<file path="config.mk">
export PLATFORM = sky130hd
export DESIGN_NAME = commit_unit_flat
export DESIGN_NICKNAME = d
export VERILOG_FILES = /design/src/rtl/commit_unit_if.sv /design/src/rtl/commit_unit.sv /design/src/flat_wrapper.sv
export SDC_FILE = /design/constraint.sdc
export NUM_CORES = 1
export LEC_CHECK = 0
export ABC_AREA = 0
export CORE_AREA = 2 2 139 141
export CTS_BUF_LIST = sky130_fd_sc_hd__clkbuf_8
export CTS_CLUSTER_SIZE = 8
export DETAILED_ROUTE_END_ITERATION = 6
export DIE_AREA = 0 0 141 143
export PLACE_DENSITY = 0.71
export SLEW_MARGIN = 15
export SYNTH_ARGS = -nofsm -noshare
export SYNTH_HDL_FRONTEND = slang
export SYNTH_SLANG_ARGS = --single-unit
</file>
<file path="constraint.sdc">
create_clock -name clk -period 5.9 [get_ports clk]
set_clock_uncertainty 0.1 [all_clocks]
set_input_delay 1.18 -clock clk [delete_from_list [all_inputs] [get_ports clk]]
set_output_delay 1.18 -clock clk [all_outputs]
set_load 0.01 [all_outputs]
</file>
<file path="src/rtl/commit_unit_if.sv">
// commit_unit_if: ROB head-entry commit bus. commit_op is 6 bits: NOP=0, ALU/imm ops 1..19, LUI=20, AUIPC=21,
// JAL=22, JALR=23, BEQ..BGEU=24..29, LB/LH/LW/LBU/LHU=30..34, SB=35, SH=36, SW=37.
interface commit_unit_if #(parameter int ROB_ID_W = 4, parameter int XLEN = 32);
  logic                commit_valid;
  logic [ROB_ID_W-1:0] commit_id;
  logic [5:0]          commit_op;
  logic [4:0]          commit_rd;
  logic [XLEN-1:0]     commit_value;
  logic [XLEN-1:0]     commit_pc;
  logic [XLEN-1:0]     commit_addr;
  logic                commit_pred;
  logic                commit_outcome;
  logic [XLEN-1:0]     commit_pred_target;
  logic                commit_ack;
  modport master (
    output commit_valid, commit_id, commit_op, commit_rd, commit_value, commit_pc,
           commit_addr, commit_pred, commit_outcome, commit_pred_target,
    input  commit_ack
  );
  modport slave (
    input  commit_valid, commit_id, commit_op, commit_rd, commit_value, commit_pc,
           commit_addr, commit_pred, commit_outcome, commit_pred_target,
    output commit_ack
  );
endinterface

</file>
<file path="src/rtl/commit_unit.sv">
// commit_unit: in-order retire stage (regfile write, store handshake, mispredict flush).
// Define COMMIT_STATS_EN to add the retire and flush counters.
module commit_unit #(
  parameter int ROB_ID_W = 4,
  parameter int XLEN     = 32
) (
  input  logic                clk,
  input  logic                rst,
  commit_unit_if.slave        cb,
  output logic                rf_we,
  output logic [4:0]          rf_waddr,
  output logic [XLEN-1:0]     rf_wdata,
  output logic [ROB_ID_W-1:0] rf_rob_id,
  output logic                st_req,
  output logic [XLEN-1:0]     st_addr,
  output logic [XLEN-1:0]     st_data,
  output logic [1:0]          st_size,
  input  logic                st_done,
  output logic                flush,
  output logic [XLEN-1:0]     redirect_pc,
  output logic [31:0]         cnt_commit,
  output logic [31:0]         cnt_flush
);
  localparam logic [5:0] OP_NOP = 6'd0, OP_JAL = 6'd22, OP_JALR = 6'd23, OP_BEQ = 6'd24,
                         OP_BGEU = 6'd29, OP_SB = 6'd35, OP_SH = 6'd36, OP_SW = 6'd37;
  typedef enum logic [1:0] {IDLE, STORE_WAIT, FLUSH} state_t;
  state_t state, state_nx;
  logic is_st, is_br, is_jmp, wr_rd, mis_br, mis_jmp, idle_v, mis;
  always_comb begin
    is_st = cb.commit_op >= OP_SB && cb.commit_op <= OP_SW;
    is_br = cb.commit_op >= OP_BEQ && cb.commit_op <= OP_BGEU;
    is_jmp = cb.commit_op == OP_JAL || cb.commit_op == OP_JALR;
    wr_rd = cb.commit_op != OP_NOP && !is_br && !is_st && cb.commit_rd != 5'd0;
    mis_br = cb.commit_pred != cb.commit_outcome ||
             (cb.commit_outcome && cb.commit_pred_target != cb.commit_addr);
    mis_jmp = !cb.commit_pred || cb.commit_pred_target != cb.commit_addr;
    idle_v = state == IDLE && cb.commit_valid;
    mis = idle_v && (is_br ? mis_br : is_jmp && mis_jmp);
    cb.commit_ack = state == STORE_WAIT ? cb.commit_valid && st_done : idle_v && !is_st && !mis;
    // A non-store head in IDLE either acks or mispredicts; both write rd.
    rf_we = idle_v && !is_st && wr_rd;
    rf_waddr = rf_we ? cb.commit_rd : 5'd0;
    rf_wdata = rf_we ? cb.commit_value : '0;
    rf_rob_id = rf_we ? cb.commit_id : '0;
    state_nx = state == FLUSH ? IDLE :
               state == STORE_WAIT ? (st_done ? IDLE : STORE_WAIT) :
               idle_v && is_st ? STORE_WAIT : mis ? FLUSH : IDLE;
  end
  always_ff @(posedge clk or negedge rst)
    if (!rst) state <= IDLE;
    else state <= state_nx;
  always_ff @(posedge clk or negedge rst)
    if (!rst) begin
      st_req <= 1'b0;
      st_addr <= '0;
      st_data <= '0;
      st_size <= 2'd0;
      flush <= 1'b0;
      redirect_pc <= '0;
    end else begin
      flush <= mis;
      if (idle_v && is_st) begin
        st_req <= 1'b1;
        st_addr <= cb.commit_addr;
        st_data <= cb.commit_value;
        st_size <= 2'(cb.commit_op - OP_SB);
      end else if (state == STORE_WAIT && st_done) st_req <= 1'b0;
      if (mis) redirect_pc <= is_jmp || cb.commit_outcome ? cb.commit_addr : cb.commit_pc + XLEN'(4);
    end
`ifdef COMMIT_STATS_EN
  always_ff @(posedge clk or negedge rst)
    if (!rst) begin
      cnt_commit <= '0;
      cnt_flush <= '0;
    end else begin
      cnt_commit <= cnt_commit + 32'(cb.commit_ack);
      cnt_flush <= cnt_flush + 32'(flush);
    end
`else
  assign cnt_commit = '0;
  assign cnt_flush = '0;
`endif
endmodule

</file>
<file path="src/flat_wrapper.sv">
// flat-port wrapper written by rule: the top's interface ports become plain ports
module commit_unit_flat 
#(
  parameter int ROB_ID_W = 4,
  parameter int XLEN     = 32
)
  (clk, rst, rf_we, rf_waddr, rf_wdata, rf_rob_id, st_req, st_addr, st_data, st_size, st_done, flush, redirect_pc, cnt_commit, cnt_flush, cb_commit_valid, cb_commit_id, cb_commit_op, cb_commit_rd, cb_commit_value, cb_commit_pc, cb_commit_addr, cb_commit_pred, cb_commit_outcome, cb_commit_pred_target, cb_commit_ack);
  commit_unit_if #(.ROB_ID_W(ROB_ID_W), .XLEN(XLEN)) cb_i ();
  input  logic clk;
  input  logic rst;
  output logic rf_we;
  output logic [4:0] rf_waddr;
  output logic [XLEN-1:0] rf_wdata;
  output logic [ROB_ID_W-1:0] rf_rob_id;
  output logic st_req;
  output logic [XLEN-1:0] st_addr;
  output logic [XLEN-1:0] st_data;
  output logic [1:0] st_size;
  input  logic st_done;
  output logic flush;
  output logic [XLEN-1:0] redirect_pc;
  output logic [31:0] cnt_commit;
  output logic [31:0] cnt_flush;
  input wire logic [$bits(cb_i.commit_valid)-1:0] cb_commit_valid;
  input wire logic [$bits(cb_i.commit_id)-1:0] cb_commit_id;
  input wire logic [$bits(cb_i.commit_op)-1:0] cb_commit_op;
  input wire logic [$bits(cb_i.commit_rd)-1:0] cb_commit_rd;
  input wire logic [$bits(cb_i.commit_value)-1:0] cb_commit_value;
  input wire logic [$bits(cb_i.commit_pc)-1:0] cb_commit_pc;
  input wire logic [$bits(cb_i.commit_addr)-1:0] cb_commit_addr;
  input wire logic [$bits(cb_i.commit_pred)-1:0] cb_commit_pred;
  input wire logic [$bits(cb_i.commit_outcome)-1:0] cb_commit_outcome;
  input wire logic [$bits(cb_i.commit_pred_target)-1:0] cb_commit_pred_target;
  output wire logic [$bits(cb_i.commit_ack)-1:0] cb_commit_ack;
  assign cb_i.commit_valid = cb_commit_valid;
  assign cb_i.commit_id = cb_commit_id;
  assign cb_i.commit_op = cb_commit_op;
  assign cb_i.commit_rd = cb_commit_rd;
  assign cb_i.commit_value = cb_commit_value;
  assign cb_i.commit_pc = cb_commit_pc;
  assign cb_i.commit_addr = cb_commit_addr;
  assign cb_i.commit_pred = cb_commit_pred;
  assign cb_i.commit_outcome = cb_commit_outcome;
  assign cb_i.commit_pred_target = cb_commit_pred_target;
  assign cb_commit_ack = cb_i.commit_ack;
  commit_unit #(.ROB_ID_W(ROB_ID_W), .XLEN(XLEN)) u_core (.clk(clk), .rst(rst), .cb(cb_i), .rf_we(rf_we), .rf_waddr(rf_waddr), .rf_wdata(rf_wdata), .rf_rob_id(rf_rob_id), .st_req(st_req), .st_addr(st_addr), .st_data(st_data), .st_size(st_size), .st_done(st_done), .flush(flush), .redirect_pc(redirect_pc), .cnt_commit(cnt_commit), .cnt_flush(cnt_flush));
endmodule
</file>
==> results of run 1 <==
where the power goes:
| group | leakage [nW] | internal, W | total (W) | switching [W] |
|---|---|---|---|---|
| registers | 1.25 | 0.000895 | 0.00100 | 0.000105 |
| clock network | 0.121 | 0.000263 | 0.000518 | 0.000254 |
| logic | 2.58 | 0.000668 | 0.00108 | 0.000407 |
logic make-up after synthesis:
| kind of cell | synth area share, % |
|---|---|
| buffers and inverters | 10.6 |
| flip-flops | 41.8 |
| adder cells (fa/ha/maj) | 1.03 |
| XOR/XNOR | 8.62 |
| multiplexers | 20.5 |
| AND/OR/NAND/NOR | 14.1 |
| AO/OA/AOI/OAI | 3.16 |
| other | 0.0615 |
stage by stage:
step / cells / power [W] / util [%] / cell area, µm² / setup slack, ps
3_5_place_dp: 1062 / 0.00210 / 48.3 / 8980 / 769
6_report: 1078 / 0.00259 / 49.6 / 9210 / 771
3_3_place_gp: 1062 / 0.00208 / 48.3 / 8980 / 779
4_1_cts: 1078 / 0.00263 / 49.6 / 9210 / 755
5_1_grt: 1078 / 0.00273 / 49.6 / 9210 / 542
2_1_floorplan: 622 / 0.00145 / - / 6340 / 1800
worst max-delay path, stage by stage:
cell and delay, ps:
clkdlybuf4s50_1 510, inv_1 80, ha_1 210, nor3b_1 300, nor4_1 110, nand2_1 100, nand2_1 80, nor3_2 200
buf_4 320, and2_1 200, clkdlybuf4s50_1 540
per-layer routing:
layer | share of wire [%] | vias to the layer above | GRT usage (%)
met4 | 1.4 | 0 | 4.74
met2 | 49 | 191 | 30.6
met3 | 7.6 | 16 | 5.97
met5 | 0 | - | 0
met1 | 42 | 2357 | 23.2
li1 | - | 2345 | -
area by class of cell:
type / count / area (µm²)
fillers: 1694 / 9370
multi-input cells: 423 / 3160
repair buffers: 296 / 2950
flip-flops and latches: 102 / 2550
well taps: 234 / 293
clock buffers: 11 / 151
clock inverters: 5 / 81.3
inverters: 7 / 26.3
state kept, by name, indices dropped and copies added (netlist names):
name and count:
u_core.state 2, u_core.redirect_pc 32, u_core.st_addr 32, u_core.st_data 32
u_core.st_req 1, u_core.st_size 2, u_core.flush 1
final timing paths:
kind                                            from                        endpoint  slack (ps)  depth (start not counted)
setup reg to reg           u_core.state[0]$_DFF_PN0_  u_core.st_addr[25]$_DFFE_PN0P_        3370                          3
setup / recovery                     cb_commit_op[0]                    rf_wdata[22]         770                         11
hold reg to reg            u_core.st_req$_DFFE_PN0P_       u_core.st_req$_DFFE_PN0P_         390                          1
min in group asynchronous                        rst  u_core.st_addr[23]$_DFFE_PN0P_         820                          1
max in group asynchronous                        rst   u_core.st_data[7]$_DFFE_PN0P_        3830                          2
hold / removal             u_core.st_req$_DFFE_PN0P_       u_core.st_req$_DFFE_PN0P_         390                          1
cells in the final DEF, fill, tap and decap left out, types with 8 or more instances in the layout:
cell type          n
nor4_1            11
conb_1            64
a21oi_1           30
dfrtp_1          102
nand3_1           20
inv_1              8
xor2_1            53
and2_1            43
nor2_1            35
mux2_4            28
clkbuf_8          11
mux2_2            73
nand2_1           10
nand4_1           13
clkdlybuf4s50_1  290
==> results.md, run 1 <==
* Hold buffer count at cts at 0
* Total CTS buffers at 9
* Resize count post-CTS at 0
* N_diodes at 0
* Die Area at 0.0202 mm²
* Via/cell ratio at 4.55
* Initial antenna violation count at 0
* Area grow syn2layout at 51.0%
* Pin count of the biggest net entering global routing at 71
* # Max-Cap Violations at 0
* Fin crit share at 86.9%
* Clock Pin Slew Worst Setup and Hold Paths at 100 ps
* CTS tree: yes
* Worst min path class: flop to flop
* Gpl congestion at 0.834
* Post-Syn Area at 0.00610 mm²
* Clock insertion delay at the later pin of the skew report at 370 ps
* Die Ht at 143 µm
* Asr flop ratio synth at 100%
* Setup TNS Final at 0 ps
* Post-Synthesis Cells at 559
* Worst endpoint required time at 4620 ps
* Type of origin of the critical path: input pin
* ANT nets after route at 0
* Register area share after synthesis at 41.8%
* IO Pins at 356
* GRT Residual Overflow at 0
* Distinct cell type count of the synthesized netlist at 36
* Setup Crit Path Kind: input pin to output pin
* Area share of the largest cell type after synthesis at 41.8%
* Syn avg cell area at 10.9 µm²
* Slew @ Worst Pin at 1020 ps
* # rows at 50
* Relative slew slack at 31.2%
* Final setup fails at 0
* EDFF count, synth at 0
* Total core area at 0.0186 mm²
* DPL Wire Length at 14800 µm
* Port Buf Inserts at 291
* DRT iter0 DRCs at 165
* Initial Util at 32.8%
* Final #Nets at 993
* Top cells by area, synth: dfrtp_1 42%, mux2_2 13%, buf_4 8.1%
* Vias at 4909
* Total routed wirelength at 18800 µm
* CP arrival at 3850 ps
* Share of cells above drive strength 1 at 15.2%
* Clock sink total at 102
* Hold Slack at 394 ps
* First-pass GRT wire length at 28100 µm
* Final Max Slew Viols at 0
* Fin. Hold Viols at 0
* Tmin final at 5130 ps
* DRT Pass-1 Iters at 4
* Ys flop type: dfrtp_1
* F_max at 195 MHz
* Number of synthesized register bits at 102
* Worst setup EP type: output pin
* Die width at 141 µm
* Drc violations at 0
* Static leakage at 3.95 nW
* Status: completed
* Routed wire per std cell at 17.5 µm
* Clk root buf: clkbuf_8
* Post-synth top cells: 102 x dfrtp_1, 73 x mux2_2, 66 x buf_4
* P per Cell Area at 282 mW/mm²
* H-tree Lvls at 3
* RSZ-0062 raised after global routing: false
* Crit path max fanout at 42
* Post-CTS setup buffers at 0
* Max IR drop VDD at 0.160 mV
* Most frequent cell after synthesis: dfrtp_1
* Vias in the first global route at 4878
* Synth warnings at 0
* GRT Overall Usage at 18.4%
* Clock Path Buffers at 2
* Cell taking the most area after synthesis: dfrtp_1
No activity file was read; power rests on OpenSTA's default activity.
==> run 2, diff against run 1 <==
Settings changed: CTS_BUF_LIST sky130_fd_sc_hd__clkbuf_8 to unset, HOLD_SLACK_MARGIN set to 0.03.
==> run 2 against run 1 <==
Net effect:
- sequential power about the same
- total power increased by 6.0%
- count of clock-buffer cells in the layout increased by 1
- global-route usage increased by 0.17 points
- clock power increased by 30%
- combinational power about the same
- utilization increased by 0.55 points
- fmax decreased by 0.14%
- routed wire length increased by 0.47%
- final cell count unchanged
- worst setup slack got worse by 7.4 ps
- largest cell class unchanged
==> results.md, run 2 (synthesized netlist as in run 1, its figures left out) <==
* Status: completed
* Placed Area at 0.00898 mm² (unchanged)
* Layout Cells excl Fill at 1078 (unchanged)
* IO Pins at 356 (unchanged)
* Clock insertion delay at the later pin of the skew report at 340 ps (-30 ps)
* Design Area, Final at 0.00931 mm² (+1.1%)
* Fin crit share at 87.1% (+0.13 points)
* Worst endpoint required time at 4620 ps (about the same)
* Hold path endpoint: u_core.redirect_pc[10]$_DFFE_PN0P_
* RR Endpoint: u_core.st_data[7]$_DFFE_PN0P_
* Clock Pin Slew Worst Setup and Hold Paths at 60 ps (-40 ps)
* CTS tree: yes
* Final setup fails at 0 (unchanged)
* Total routed wirelength at 18900 µm (+0.47%)
* Gpl congestion at 0.834 (unchanged)
* RSZ-0062 raised after global routing: false
* Static leakage at 4.00 nW (+1.1%)
* Routed wire per std cell at 17.5 µm (+0.47%)
* Pin count of the biggest net entering global routing at 71 (unchanged)
* Clk root buf: clkbuf_16
* Leading cell types in the layout, fill and taps excluded: 290 x clkdlybuf4s50_1, 102 x dfrtp_1, 73 x mux2_2, 64 x conb_1, 53 x xor2_1
* Clock Path Buffers at 2 (unchanged)
* Port Buf Inserts at 291 (unchanged)
* Total CTS buffers at 9 (unchanged)
* F_max at 195 MHz (-0.14%)
* Crit path max fanout at 42 (unchanged)
* Setup Crit Path Kind: input pin to output pin
* Type of origin of the critical path: input pin
* # Max-Cap Violations at 0 (unchanged)
* Total core area at 0.0186 mm² (unchanged)
* Dpl cells at 1062 (unchanged)
* Share of cells above drive strength 1 at 15.2% (unchanged)
* First-pass GRT wire length at 28300 µm (+0.64%)
* P per Cell Area at 295 mW/mm² (+4.8%)
* Worst min path class: flop to flop
* Initial Util at 32.8% (unchanged)
* Clock sink total at 102 (unchanged)
* Worst setup EP type: output pin
* Resize count post-CTS at 0 (unchanged)
* Tmin final at 5140 ps (+7.38 ps)
* Setup TNS Final at 0 ps (unchanged)
* Die Area at 0.0202 mm² (unchanged)
* Max IR drop VDD at 0.160 mV (+0.11%)
* Vias in the first global route at 4883 (+0.10%)
* Die width at 141 µm (unchanged)
* Die Ht at 143 µm (unchanged)
* GRT Overall Usage at 18.6% (+0.17 points)
* Post-CTS setup buffers at 0 (unchanged)
* DPL Wire Length at 14800 µm (unchanged)
* Worst Hold Depth at 1 (unchanged)
* Area grow syn2layout at 52.7%
* GRT Residual Overflow at 0 (unchanged)
* Most common library cell in the layout ignoring fill and taps: clkdlybuf4s50_1
* H-tree Lvls at 3 (unchanged)
* Hold_sp: u_core.redirect_pc[10]$_DFFE_PN0P_
* N_diodes at 0 (unchanged)
* Biggest regs: u_core.redirect_pc: 32 flops, u_core.st_addr: 32 flops, u_core.st_data: 32 flops
* Initial antenna violation count at 0 (unchanged)
* Relative slew slack at 30.9% (-0.32 points)
* DRT iter0 DRCs at 164 (-0.61%)
* Slew @ Worst Pin at 1030 ps (+4.80 ps)
* CP arrival at 3860 ps (about the same)
* ANT nets after route at 0 (unchanged)
* Drc violations at 0 (unchanged)
* Via/cell ratio at 4.57 (+0.31%)
* Final Max Slew Viols at 0 (unchanged)
* # fillers at 1687 (-0.41%)
* DRT Pass-1 Iters at 4 (unchanged)
* Fin. Hold Viols at 0 (unchanged)
* Final #Nets at 993 (unchanged)
* Hold buffer count at cts at 0 (unchanged)
* # rows at 50 (unchanged)
* R2R Path Start: u_core.state[0]$_DFF_PN0_
* Vias at 4924 (+0.31%)
* Cells on worst reg2reg path at 3 (unchanged)
* Worst R2R Setup Slack at 3360 ps (about the same)
run 2: changes by cell type in the layout (fill, tap and decap cells not counted), sizes merged:
cell	previous run	this run
inv	9	8
clkbuf	11	12
run 2: worst max-delay path by stage:
stage                          startpoint           end  slack, ps
after floorplan           cb_commit_op[0]   rf_waddr[0]       1800
after global placement    cb_commit_op[0]  rf_wdata[22]        780
after detailed placement  cb_commit_op[0]  rf_wdata[22]        770
after CTS                 cb_commit_op[0]  rf_wdata[22]        760
after global routing      cb_commit_op[0]  rf_wdata[22]        540
final                     cb_commit_op[0]  rf_wdata[22]        760
run 2: through the flow:
stage / setup WS, ps / total power [W] / hold slack [ps] / utilization (%)
2_1_floorplan: 1800 / 0.00145 / 418 / -
4_1_cts: 755 / 0.00278 / 408 / 50.1
6_report: 764 / 0.00275 / 403 / 50.1
3_5_place_dp: 769 / 0.00210 / 371 / 48.3
5_1_grt: 542 / 0.00289 / 418 / 50.1
3_3_place_gp: 779 / 0.00208 / 362 / 48.3
run 2: area by class of cell:
cell class,instances,area [µm²],area share [%]
inverters,7,26.3,0.282
clock buffers,12,256,2.75
repair buffers,296,2950,31.7
multi-input cells,423,3160,33.9
flip-flops and latches,102,2550,27.4
clock inverters,4,77.6,0.833
well taps,234,293,3.14
run 2: critical path: stages:
cell             delay (ps)
clkdlybuf4s50_1         510
inv_1                    90
ha_1                    210
nor3b_1                 300
nor4_1                  110
nand2_1                 100
nand2_1                  80
nor3_2                  200
buf_4                   320
and2_1                  200
clkdlybuf4s50_1         540
run 2: report_power, final:
part           total (W)  internal (W)  switching, W
combinational    0.00108      0.000668      0.000408
clock           0.000671      0.000398      0.000273
sequential       0.00100      0.000897      0.000106
total            0.00275       0.00196      0.000786
run 2: layer usage:
metal | up-vias | track usage (%) | part of all wire, %
met4 | 0 | 5.47 | 1.8
met3 | 20 | 6.10 | 7.4
met1 | 2362 | 23.4 | 42
li1 | 2345 | - | -
met2 | 197 | 30.5 | 49
met5 | - | 0 | 0
==> RTL change 1, RTL diff (settings of run 2) <==
Build with the macro `COMMIT_STATS_EN` defined.
--- a/src/rtl/commit_unit.sv
+++ b/src/rtl/commit_unit.sv
@@ -1,5 +1,7 @@
 // commit_unit: in-order retire stage (regfile write, store handshake, mispredict flush).
 // Define COMMIT_STATS_EN to add the retire and flush counters.
+`define COMMIT_STATS_EN
+
 module commit_unit #(
   parameter int ROB_ID_W = 4,
   parameter int XLEN     = 32
Behaviour: not the same (Yosys sat finds a counterexample within 4 cycles, from zero or initial values and one cycle with rst low).
==> RTL change 1 against run 2 <==
Sequential cell count up 64; largest power group is now registers; largest cell class is now sequential cells; sequential share of layout area up 5.6 points; power increased by 37%; cell area is 35% higher; setup slack got worse by 160 ps; area after synthesis increased by 34%; via count is 39% higher; routed wire length increased by 35%; global-route usage increased by 6.8 points; count of clock-buffer cells in the layout up 7; sequential power grew 50%.
==> RTL change 1: results (changes against run 2) <==
status:
  status: "finished, final reports clean"
logic_synthesis:
  synthArstFlopShare_pct: 100  # unchanged
  synth_xor_area_share_pct: 12.7  # +4.1 points
  post_synth_num_cell_types: 40  # +11%
  ys_seq_area_share_pct: 51.0  # +9.2 points
  synth_common_cells: "166 x dfrtp_1, 92 x mux2_2, 89 x xnor2_1, 55 x nor2_1, 44 x and2_1"
  synth_compound_area_share_pct: 3.04  # -0.12 points
  synthTopCellsByArea: "dfrtp_1 51%, mux2_2 13%, xnor2_1 9.6%"
  netlist_instances: 723  # +29%
  synth_fa_ha_area_share_pct: 1.38  # +0.36 points
  synthMuxAreaShare_pct: 13.5  # -7.0 points
grt:
  grt_max_degree: 66  # -7.0%
  track_usage_pct: 25.4  # +6.8 points
  grt_pass1_wl_um: 38500  # +36%
  grt_pass1_vias: 6693  # +37%
  use_met3_pct: 6.61  # +0.50 points
placed_design:
  placed_area_um2: 12000  # +34%
  gp_congestion: 0.816  # -2.1%
  preCtsSetupSlack_ps: 593  # -176 ps
  place_inst: 1298  # +22%
finish:
  buf_share_pct: 29.0  # -2.7 points
  clk_share_pct: 4.64  # +1.0 points
  buffers_excl_clock: 365  # +23%
  clkbuf_count: 19  # +7
  fill_cells: 1529  # -9.4%
  finalNetCount: 1241  # +25%
  nNonClkInverters: 13  # +6
  sh_seq_area_pct: 33.0  # +5.6 points
  multi_input_area_share_pct: 30.7  # -3.3 points
setup_path:
  r2r_slack_ps: 3280  # -80 ps
  crit_arrival_ps: 4010  # +150 ps
  r2r_cells: 11  # +8
  reg2reg_to: "u_core.cnt_commit[30]"
  endpoint: "rf_wdata[30]"
sta:
  whs_ps: 371  # -32.3 ps
  worstMarginPinSlew_ps: 906  # -122 ps
  finalCriticalPeriod_ps: 5290  # +157 ps
power:
  p_leak_nw: 5.18  # +30%
  peakVddDrop_v: 0.000205  # +28%
detailed_routing:
  met1Wirelength_um: 10000  # +26%
  wl_met3_um: 1850  # +31%
  wl_per_cell_um: 19.2  # +9.5%
  dr_total_vias: 6844  # +39%
  drt_iter0_markers: 381  # +130%
min_path:
  hold_start: "u_core.cnt_commit[31]"
clocking:
  cts_buffers: 17  # +8
  h-tree-depth: 4  # +1
  clock_sinks: 166  # +63%
  clock_latency_ps: 430  # +90 ps
## RTL change 1: cell types whose count changed after synthesis, moves of 19 or more
cell / before / now
buf_4: 66 / 3
dfrtp_1: 102 / 166
mux2_2: 73 / 92
mux2_4: 28 / 0
nand2_1: 10 / 31
nor2_1: 35 / 55
xnor2_1: 7 / 89
xor2_1: 53 / 29
## RTL change 1: power by group
| group | switching (W) | internal, W |
|---|---|---|
| combinational | 0.000474 | 0.000705 |
| clock | 0.000488 | 0.000608 |
| sequential | 0.000132 | 0.00137 |
| total | 0.00109 | 0.00268 |
## RTL change 1: worst min path at each step
stage | endpoint | cells past startpoint
finish | u_core.cnt_commit[31] | 1
global route | u_core.cnt_commit[31] | 1
CTS | u_core.cnt_commit[31] | 1
detailed placement | u_core.cnt_commit[31] | 1
global placement | u_core.cnt_commit[31] | 1
floorplan | u_core.cnt_commit[31] | 1
==> RTL change 2, RTL diff (config.mk and constraints of run 2) <==
Made on the original files. Put one more register stage on the output `redirect_pc`, with the module's reset. The value now appears one clock later. The other outputs are not delayed to match.
--- a/src/rtl/commit_unit.sv
+++ b/src/rtl/commit_unit.sv
@@ -24,6 +24,8 @@
   localparam logic [5:0] OP_NOP = 6'd0, OP_JAL = 6'd22, OP_JALR = 6'd23, OP_BEQ = 6'd24,
                          OP_BGEU = 6'd29, OP_SB = 6'd35, OP_SH = 6'd36, OP_SW = 6'd37;
   typedef enum logic [1:0] {IDLE, STORE_WAIT, FLUSH} state_t;
+
+  logic [XLEN-1:0] redirect_pc_s0;
   state_t state, state_nx;
   logic is_st, is_br, is_jmp, wr_rd, mis_br, mis_jmp, idle_v, mis;
   always_comb begin
@@ -56,7 +58,7 @@
       st_data <= '0;
       st_size <= 2'd0;
       flush <= 1'b0;
-      redirect_pc <= '0;
+      redirect_pc_s0 <= '0;
     end else begin
       flush <= mis;
       if (idle_v && is_st) begin
@@ -65,7 +67,7 @@
         st_data <= cb.commit_value;
         st_size <= 2'(cb.commit_op - OP_SB);
       end else if (state == STORE_WAIT && st_done) st_req <= 1'b0;
-      if (mis) redirect_pc <= is_jmp || cb.commit_outcome ? cb.commit_addr : cb.commit_pc + XLEN'(4);
+      if (mis) redirect_pc_s0 <= is_jmp || cb.commit_outcome ? cb.commit_addr : cb.commit_pc + XLEN'(4);
     end
 `ifdef COMMIT_STATS_EN
   always_ff @(posedge clk or negedge rst)
@@ -80,5 +82,13 @@
   assign cnt_commit = '0;
   assign cnt_flush = '0;
 `endif
+  always_ff @(posedge clk or negedge rst) begin
+    if (!rst) begin
+      redirect_pc <= '0;
+    end else begin
+      redirect_pc <= redirect_pc_s0;
+    end
+  end
+
 endmodule
 
Function: changed (a bounded check fails within 4 cycles, from zero or initial values and one cycle with rst low).
==> RTL change 2 against run 2 <==
Setup slack worse by 350 ps; cell area up 11%; power up 26%; area after synthesis up 11%; via count up 5.4%; critical path depth down 1; routed wire length up 6.1%; count of clock-buffer cells in the layout up 8; sequential cell count up 32; critical endpoint is now cb_commit_ack; highest routed layer unchanged.
==> RTL change 2: results (changes against run 2) <==
logic_synthesis:
  synth_compound_area_share_pct: 4.00  # +0.84 points
  ys.flop_type: "dfrtp_1"
  synthTopCellsByArea: "dfrtp_1 49%, mux2_2 15%, buf_4 7.5%"
  ys_seq_area_share_pct: 49.4  # +7.5 points
  synthMuxAreaShare_pct: 16.2  # -4.3 points
  synth_common_cells: "134 x dfrtp_1, 89 x mux2_2, 68 x buf_4, 42 x and2_1, 40 x nor2_1"
  synth_fa_ha_area_share_pct: 0.921  # -0.10 points
  synthArstFlopShare_pct: 100  # unchanged
  post_synth_num_cell_types: 43  # +19%
  avgSynthCellArea_um2: 11.5  # +5.4%
  synth_xor_area_share_pct: 7.48  # -1.1 points
grt:
  use_met2_pct: 35.2  # +4.7 points
  track_usage_pct: 20.2  # +1.6 points
  grt_pass1_vias: 5259  # +7.7%
  grt_pass1_wl_um: 30400  # +7.4%
  grt_use_met1_pct: 24.3  # +0.84 points
  grt_max_degree: 93  # +31%
  use_met3_pct: 6.00  # -0.10 points
detailed_routing:
  vias_per_cell: 4.59  # +0.46%
  wl_met2_um: 10300  # +12%
  wl_per_cell_um: 17.8  # +1.2%
  drt_iter0_markers: 144  # -12%
  met1Wirelength_um: 8110  # +1.9%
  first_pass_iters: 4  # unchanged
  wl_met3_um: 1380  # -2.1%
placed_design:
  place_hpwl_um: 15800  # +6.3%
  preCtsSetupSlack_ps: 294  # -475 ps
  placed_area_um2: 9730  # +8.4%
  portBuffers: 291  # unchanged
  gp_congestion: 0.772  # -7.4%
setup_path:
  cpPeakStageDelay_ps: 580  # +40 ps
  endpoint: "cb_commit_ack"
  reg2reg_to: "u_core.st_addr[11]"
  r2r_cells: 5  # +2
  crit_arrival_ps: 4210  # +350 ps
  crit_family: "buffers and inverters"
  cp-startpoint: "cb_commit_op[0]"
  r2r_slack_ps: 3730  # +370 ps
  r2r_start: "u_core.state[1]"
  critPathMaxFanout: 8  # -81%
min_path:
  hold_start: "u_core.redirect_pc_s0[7]"
  whs_endpoint: "u_core.redirect_pc[7]"
  hold_depth: 0  # -1
sta:
  slew_headroom_pct: 33.1  # +2.2 points
  whs_ps: 268  # -136 ps
  finalCriticalPeriod_ps: 5490  # +350 ps
clocking:
  h-tree-depth: 4  # +1
  clock_latency_ps: 420  # +80 ps
  cts_buffers: 17  # +8
  cts_setup_buffers: 0  # unchanged
  postCtsResizedCells: 0  # unchanged
  cts_root_buf: "clkbuf_16"
finish:
  fin_cells: 1131  # +4.9%
  finalNetCount: 1040  # +4.7%
  drive_gt1_share_pct: 15.6  # +0.44 points
status:
  status: "finished, final reports clean"
power:
  p_leak_nw: 4.34  # +8.7%
  peakVddDrop_v: 0.000195  # +22%
[RTL change 2: changes by cell type in the layout (fill, tap and decap cells not counted), sizes merged, moves of 4 or more]
cell / before / now
a31oi: 0 / 4
xor2: 53 / 19
nor4: 12 / 5
nand3: 20 / 8
xnor2: 7 / 39
mux2: 101 / 95
nand2: 10 / 16
clkbuf: 12 / 20
clkinv: 1 / 5
dfrtp: 102 / 134
nor2: 35 / 40
[RTL change 2: cell type report]
type | count | area [um2]
Tap cell | 234 | 293
Clock buffer | 20 | 457
Inverter | 10 | 37.5
Sequential cell | 134 | 3350
Clock inverter | 10 | 130
Multi-Input combinational cell | 425 | 3080
Fill cell | 1651 | 8260
Timing Repair Buffer | 298 | 2970
[RTL change 2: where the power goes]
| group | internal [W] | total, W | switching [W] |
|---|---|---|---|
| sequential | 0.00120 | 0.00132 | 0.000120 |
| combinational | 0.000651 | 0.00108 | 0.000430 |
| clock | 0.000677 | 0.00106 | 0.000387 |
